==> config.mk <==
export PLATFORM = sky130hd
export DESIGN_NAME = evt_stream_rx
export DESIGN_NICKNAME = d
export VERILOG_FILES = /design/src/rtl/evt_stream_rx.sv
export SDC_FILE = /design/constraint.sdc
export NUM_CORES = 1
export LEC_CHECK = 0
export ABC_CLOCK_PERIOD_IN_PS = 7800
export CORE_ASPECT_RATIO = 0.8
export CORE_MARGIN = 2
export CORE_UTILIZATION = 55
export DETAILED_ROUTE_END_ITERATION = 10
export HOLD_SLACK_MARGIN = 0.06
export MAX_ROUTING_LAYER = met4
export PLACE_DENSITY_LB_ADDON = 0.05
export RECOVER_POWER = 50
export SLEW_MARGIN = 5
export SYNTH_ARGS = -nofsm -noshare
export SYNTH_HDL_FRONTEND = slang
export SYNTH_SLANG_ARGS = --single-unit
==> constraint.sdc <==
create_clock -name clk -period 7.8 [get_ports clk]
set_input_delay 1.56 -clock clk [delete_from_list [all_inputs] [get_ports clk]]
set_output_delay 1.56 -clock clk [all_outputs]
set_load 0.02 [all_outputs]
==> src/rtl/evt_stream_rx.sv <==
// Event-stream receiver: buffers packed event words in a FIFO, presents them unpacked,
// checks per-frame timestamp monotonicity and counts frames. Optional: EVT_RX_TS_WRAP_EN.
module evt_stream_rx #(
    parameter int unsigned X_W    = 8,
    parameter int unsigned Y_W    = 8,
    parameter int unsigned T_W    = 16,
    parameter int unsigned DEPTH  = 8,
    parameter int unsigned FCNT_W = 16
) (
    input  logic                   clk,
    input  logic                   rst,
    input  logic                   in_valid,
    output logic                   in_ready,
    input  logic [X_W+Y_W+T_W:0]   in_data,
    input  logic                   in_last,
    output logic                   out_valid,
    input  logic                   out_ready,
    output logic [X_W-1:0]         out_x,
    output logic [Y_W-1:0]         out_y,
    output logic [T_W-1:0]         out_t,
    output logic                   out_p,
    output logic                   out_last,
    input  logic                   err_clr,
    output logic                   err_ts,
    output logic [FCNT_W-1:0]      frame_cnt
);

    localparam int unsigned W  = X_W + Y_W + T_W + 1;
    localparam int unsigned E  = W + 1;
    localparam int unsigned AW = $clog2(DEPTH);
    localparam int unsigned CW = AW + 1;

    typedef enum logic {
        S_IDLE  = 1'b0,
        S_FRAME = 1'b1
    } state_t;

    logic [E-1:0]        r_mem [DEPTH];
    logic [AW-1:0]       r_wr_ptr;
    logic [AW-1:0]       r_rd_ptr;
    logic [CW-1:0]       r_count;
    logic                r_in_ready;
    logic                r_out_valid;
    logic [E-1:0]        r_head;
    logic [T_W-1:0]      r_last_t;
    logic                r_err_ts;
    logic [FCNT_W-1:0]   r_frame_cnt;
    state_t              r_state;

    logic                w_push;
    logic                w_pop;
    logic [CW-1:0]       w_count_nxt;
    logic [CW-1:0]       w_count_left;
    logic [AW-1:0]       w_rd_nxt;
    logic [E-1:0]        w_head_nxt;
    logic [T_W-1:0]      w_t_in;
    logic                w_ts_bad;
    logic                w_viol;
    state_t              w_state_nxt;

    assign w_push       = in_valid && r_in_ready;
    assign w_pop        = r_out_valid && out_ready;
    assign w_count_nxt  = r_count + CW'(w_push) - CW'(w_pop);
    assign w_count_left = r_count - CW'(w_pop);
    assign w_rd_nxt     = r_rd_ptr + AW'(w_pop);
    assign w_t_in       = in_data[X_W+Y_W +: T_W];

    // When nothing remains after the pop, the incoming word becomes the new head directly.
    assign w_head_nxt = (w_count_left == '0) ? {in_last, in_data} : r_mem[w_rd_nxt];

`ifdef EVT_RX_TS_WRAP_EN
    logic [T_W-1:0] w_t_diff;
    assign w_t_diff = w_t_in - r_last_t;
    assign w_ts_bad = w_t_diff[T_W-1];
`else
    assign w_ts_bad = (w_t_in < r_last_t);
`endif

    // Frame tracking and timestamp violation detection
    always_comb begin
        w_state_nxt = r_state;
        w_viol      = 1'b0;
        if (w_push) begin
            case (r_state)
                S_IDLE: begin
                    if (!in_last) begin
                        w_state_nxt = S_FRAME;
                    end
                end
                S_FRAME: begin
                    w_viol = w_ts_bad;
                    if (in_last) begin
                        w_state_nxt = S_IDLE;
                    end
                end
                default: w_state_nxt = S_IDLE;
            endcase
        end
    end

    always_ff @(posedge clk) begin
        if (rst) begin
            r_state <= S_IDLE;
        end else begin
            r_state <= w_state_nxt;
        end
    end

    // Storage array carries no reset; validity is tracked by pointers and occupancy.
    always_ff @(posedge clk) begin
        if (w_push) begin
            r_mem[r_wr_ptr] <= {in_last, in_data};
        end
    end

    always_ff @(posedge clk) begin
        if (rst) begin
            r_wr_ptr    <= '0;
            r_rd_ptr    <= '0;
            r_count     <= '0;
            r_in_ready  <= 1'b0;
            r_out_valid <= 1'b0;
            r_head      <= '0;
        end else begin
            r_wr_ptr    <= r_wr_ptr + AW'(w_push);
            r_rd_ptr    <= w_rd_nxt;
            r_count     <= w_count_nxt;
            r_in_ready  <= (w_count_nxt != CW'(DEPTH));
            r_out_valid <= (w_count_nxt != '0);
            if (w_count_nxt != '0) begin
                r_head <= w_head_nxt;
            end
        end
    end

    always_ff @(posedge clk) begin
        if (rst) begin
            r_last_t    <= '0;
            r_err_ts    <= 1'b0;
            r_frame_cnt <= '0;
        end else begin
            if (w_push) begin
                r_last_t <= w_t_in;
            end
            if (w_viol) begin
                r_err_ts <= 1'b1;
            end else if (err_clr) begin
                r_err_ts <= 1'b0;
            end
            if (w_push && in_last) begin
                r_frame_cnt <= r_frame_cnt + FCNT_W'(1);
            end
        end
    end

    assign in_ready  = r_in_ready;
    assign out_valid = r_out_valid;
    assign out_x     = r_head[X_W-1:0];
    assign out_y     = r_head[X_W +: Y_W];
    assign out_t     = r_head[X_W+Y_W +: T_W];
    assign out_p     = r_head[W-1];
    assign out_last  = r_head[E-1];
    assign err_ts    = r_err_ts;
    assign frame_cnt = r_frame_cnt;

endmodule

* After elaboration in Yosys (flattened, before gate mapping)
Memories as Yosys holds them, arrays and structs flattened.
Index checks and enable logic that the tools add are counted.
** Storage, ports and cells
- Register bits :: 80
- Memory bits (writable) :: 272
- Input bits :: 39
- Output and inout bits :: 53
- Word-level logic and storage cells :: 33
- Memories kept :: 1
** Memory list
- r_mem :: words 8, width 34, read ports 1, clocked after memory_dff 0, wr ports 1, RTL line 38 : logic [E-1:0] r_mem [DEPTH];
** Cells by class
- Add/sub/neg operators :: 6
- Magnitude comparators :: 1
- Equal/unequal tests :: 1
- Muxes and demuxes :: 8
- Reduce and logical (&&, ||, !) cells :: 6
** Operators by type and width (number)
- $mux W34 :: 1
- $add A16 B1 Y16 const B :: 1
- $lt A16 B16 Y1 :: 1
- $sub A4 B1 Y4 :: 2
- $mux W1 :: 7
- $add A3 B1 Y3 :: 2
- $add A4 B1 Y4 :: 1
- $logic_not A4 Y1 :: 1
- $ne A4 B4 Y1 const B :: 1
- $reduce_bool A4 Y1 :: 1
- $logic_and A1 B1 Y1 :: 3
- $reduce_bool A2 Y1 :: 1

* Depth between registers and ports, before layout
- Depth after elaboration :: 4
- Gate-level depth with buffers :: 12

* Worst setup path after synthesis
OpenSTA, ideal clock, no wires.
- Kind :: input -> register
- Start :: input in_valid
- End :: memory r_mem[0][0] in the netlist's numbering (enable)
- Library setup time :: 0.510 ns
- Arrival time :: 5.190 ns
- Required time :: 7.290 ns
- Setup slack :: 2.099 ns
- Cell stages on the path :: 3
- Buffers on the path :: 1
- Path through :: nand2_1 clkbuf_1 nor4_1
** On the way
- Word-level cells in the longest chain between the ends :: 3
** Ends and longest elaborated chain
- start, declared :: RTL line 12 : input logic in_valid,
- $logic_and A1 B1 Y1 :: RTL line 61 : assign w_push = in_valid && r_in_ready;
- $mux W1 :: RTL line 111 : if (w_push) begin
- $mux W1 (not written as such) :: RTL line 112 : r_mem[r_wr_ptr] <= {in_last, in_data};
- end, declared :: RTL line 38
Every way passes these cells.

* Final worst setup path
- Start :: input in_valid
- End :: register r_head[18]
** On the way
- Word-level cells in the longest chain between the ends :: 4
** Ends and longest elaborated chain
- $logic_and A1 B1 Y1 :: RTL line 61
- $add A4 B1 Y4 :: RTL line 63 : assign w_count_nxt = r_count + CW'(w_push) - CW'(w_pop);
- $sub A4 B1 Y4 :: RTL line 63
- $reduce_bool A4 Y1 :: RTL line 130 : if (w_count_nxt != '0) begin
- end signal, assigned :: RTL line 131 : r_head <= w_head_nxt;
- end, declared :: RTL line 44 : logic [E-1:0] r_head;
Every way passes these cells.
A chain may end at the register's enable or synchronous reset.

==> impl_metrics.json <==
{
  "worstMarginPinSlew_ps": 1568,
  "worstPathArrival_ps": 5710,
  "period_needed_ps": 5268,
  "first_global_vias": 8043,
  "max_stage_delay_ps": 980,
  "yosysSeqAreaShare": 0.7020,
  "syn2layout_area_growth_pct": 17.30,
  "place_inst": 1217,
  "final.fill_count": 1704,
  "io_pins": 92,
  "clock_skew_ps": 8.620,
  "via_per_inst": 5.934,
  "worstHoldPathCells": 2,
  "first_pass_iters": 5,
  "leakage_nw": 5.258,
  "grt_util_all_layers": 0.2357,
  "final_common_cell": "edfxtp_1",
  "final_cell_mix": "272 x edfxtp_1, 81 x nand2_1, 80 x dfxtp_1",
  "fmax_mhz": 189.8,
  "drc": 0,
  "cp_slowest_cell": "clkbuf_1",
  "drive_gt1_frac": 0.1505,
  "synthDistinctLibCells": 39,
  "place.gp.congestion": 0.7737,
  "dr_total_vias": 7613,
  "stdcell_count": 1283,
  "clkTransAtPathRegs_ps": 60,
  "grt_pass1_wl_um": 45750,
  "hold-path-endpoint": "r_last_t[0]",
  "drt_iter0_drc": 640,
  "drv_cap": 1,
  "cts_tree": "built",
  "die_w_um": 181.8,
  "setup_tns_ps": 0,
  "slew_headroom": -0.04522,
  "power_density_mw_per_mm2": 338.1,
  "wire_per_inst_um": 23.12,
  "rows": 52,
  "htreeDepth": 2,
  "grt_setup_unrepaired": "no",
  "die_h_um": 146.3,
  "io_buffer_count": 91,
  "synthTopCellsByArea": "edfxtp_1 59%, dfxtp_1 12%, mux4_2 11%",
  "reg2regPathDepth": 12,
  "syn_area_mm2": 0.01392,
  "grt.overflow.total": 0,
  "die_area_mm2": 0.02660,
  "r2r_start": "in_ready",
  "cts_max_path_buffers": 3,
  "antenna_found_initial": 2,
  "cp.required_ps": 8240,
  "path_buf_inv": 5,
  "path_class": "input port to flop",
  "min_path_type": "flop to flop",
  "ys_seq_elements": 352,
  "fin_crit_sh": 0.6753,
  "rrSetupSlack_ps": 3840,
  "ctsHoldBuffers": 0,
  "synth_nets": 887,
  "numCtsBuffers": 35,
  "setup_violations": 0,
  "yosys_warnings": 0,
  "ant_nets": 0,
  "ir_drop_mv": 0.3084,
  "end_kind": "flop",
  "start_util": 0.5555,
  "grt_max_degree": 52,
  "synthCells": 821,
  "status": "finished with violations",
  "violations": "max-capacitance violations, max-slew violations",
  "core_area_mm2": 0.02505,
  "slew_violations": 21,
  "final_nets": 997,
  "r2r_end": "r_head[18]",
  "hold_start": "r_last_t[0]",
  "start_kind": "input port",
  "post_cts_buffers": 0,
  "clkLatencyLatePin_ps": 510,
  "critical_path.max_fanout": 26,
  "dp_hpwl_um": 16310,
  "cp_top_family": "buffers and inverters",
  "worstPathCellList": "dlygate4sd3_1, nand2_1, clkbuf_1, ha_1, inv_1, ha_1, inv_1, fa_1, xnor2_1, and3b_1, a21oi_4, buf_16, a32o_1",
  "hold_viol": 0,
  "syn_avg_cell_area_um2": 16.95,
  "ctsResizeCount": 0,
  "synth_top_area_share": 0.5869,
  "root_buffer": "clkbuf_16",
  "routed_wl_um": 29670,
  "clkSinkCount": 352,
  "power_mw": 5.519,
  "synth_top_area_cell": "edfxtp_1"
}
==> how the worst max path moves through the flow <==
stage	startpoint	to	slack, ps	depth (start not counted)
finish	in_valid	r_head[18]	2530	13
global route	in_valid	r_head[18]	2330	13
CTS	in_valid	r_head[18]	3130	12
detailed placement	in_valid	r_head[18]	2610	12
global placement	in_valid	r_head[25]	2720	12
floorplan	in_valid	r_mem[0][0]	2100	3
==> registers in the layout, indices dropped and copies added (netlist names) <==
register,count
out_valid,1
r_wr_ptr,3
r_mem,272
in_ready,1
frame_cnt,16
err_ts,1
r_rd_ptr,3
r_head,34
r_state,1
r_count,4
r_last_t,16
==> per-stage QoR <==
stage               setup slack [ps]  utilization  hold slack (ps)  cell area, µm²
floorplan                       2099            -            436.3           13920
global placement                2720       0.6091            441.7           15260
detailed placement              2608       0.6091            449.9           15260
CTS                             3128       0.6518            456.4           16330
global route                    2335       0.6516            475.0           16320
finish                          2532       0.6516            457.2           16320
==> per-layer routing <==
layer	up-vias	part of all wire	GRT usage
met5	-	0	-
met4	0	0.023	0.06870
met3	56	0.064	0.03617
met2	260	0.48	0.3670
met1	3895	0.44	0.3279
li1	3402	-	-
==> cells by family (layout without fill, tap and decap cells) <==
logic type               count (synthesis)  in the layout  share of synthesized area
adder cells (fa/ha/maj)                 27             27                    0.02482
AO/OA/AOI/OAI                           69             69                    0.03767
flip-flops                             352            352                     0.7020
AND/OR/NAND/NOR                        188            188                    0.06546
other                                    0              2                          0
buffers and inverters                   61            197                    0.02113
multiplexers                           102            102                     0.1345
XOR/XNOR                                22             22                    0.01439
==> synthesized netlist by cell type, drive strengths merged <==
cell type	number
nand4	6
mux4	68
and3b	1
inv	21
and3	3
edfxtp	272
o21ai	4
nor3b	2
xor2	12
xnor2	10
nor2b	7
nand3	8
and4	1
ha	26
a32o	34
clkbuf	15
a21o	1
nand2b	37
or2	1
mux2i	34
o21bai	1
buf	24
nor2	27
o31ai	1
and2	1
fa	1
nand3b	1
nor4	4
a31oi	1
nor3	8
clkinv	1
nand2	81
a21oi	27
dfxtp	80
==> worst reg2reg max path: cells and delay by family, from the launching register on <==
kind	cells	cell delay [ps]
compound gates	2	830
xor+xnor	1	150
fa+ha+maj	3	940
buf+inv	4	1370
flops	1	330
simple gates	2	280
==> power breakdown <==
part	switching [mW]	total, mW	internal [mW]	leakage [nW]
registers	0.0853	2.28	2.20	3.11
logic	0.899	1.67	0.767	1.62
clock network	0.668	1.57	0.903	0.523
==> area by class of cell <==
cell class	count	area [µm²]	share of cell area
inverters	22	82.58	0.005059
diodes	2	5.005	0.0003066
multi-input cells	408	3934	0.2410
clock buffers	54	1020	0.06247
well taps	324	405.4	0.02484
clock inverters	9	50.05	0.003066
flip-flops and latches	352	9769	0.5985
repair buffers	112	1057	0.06477
No activity file was read; power rests on OpenSTA's default activity.
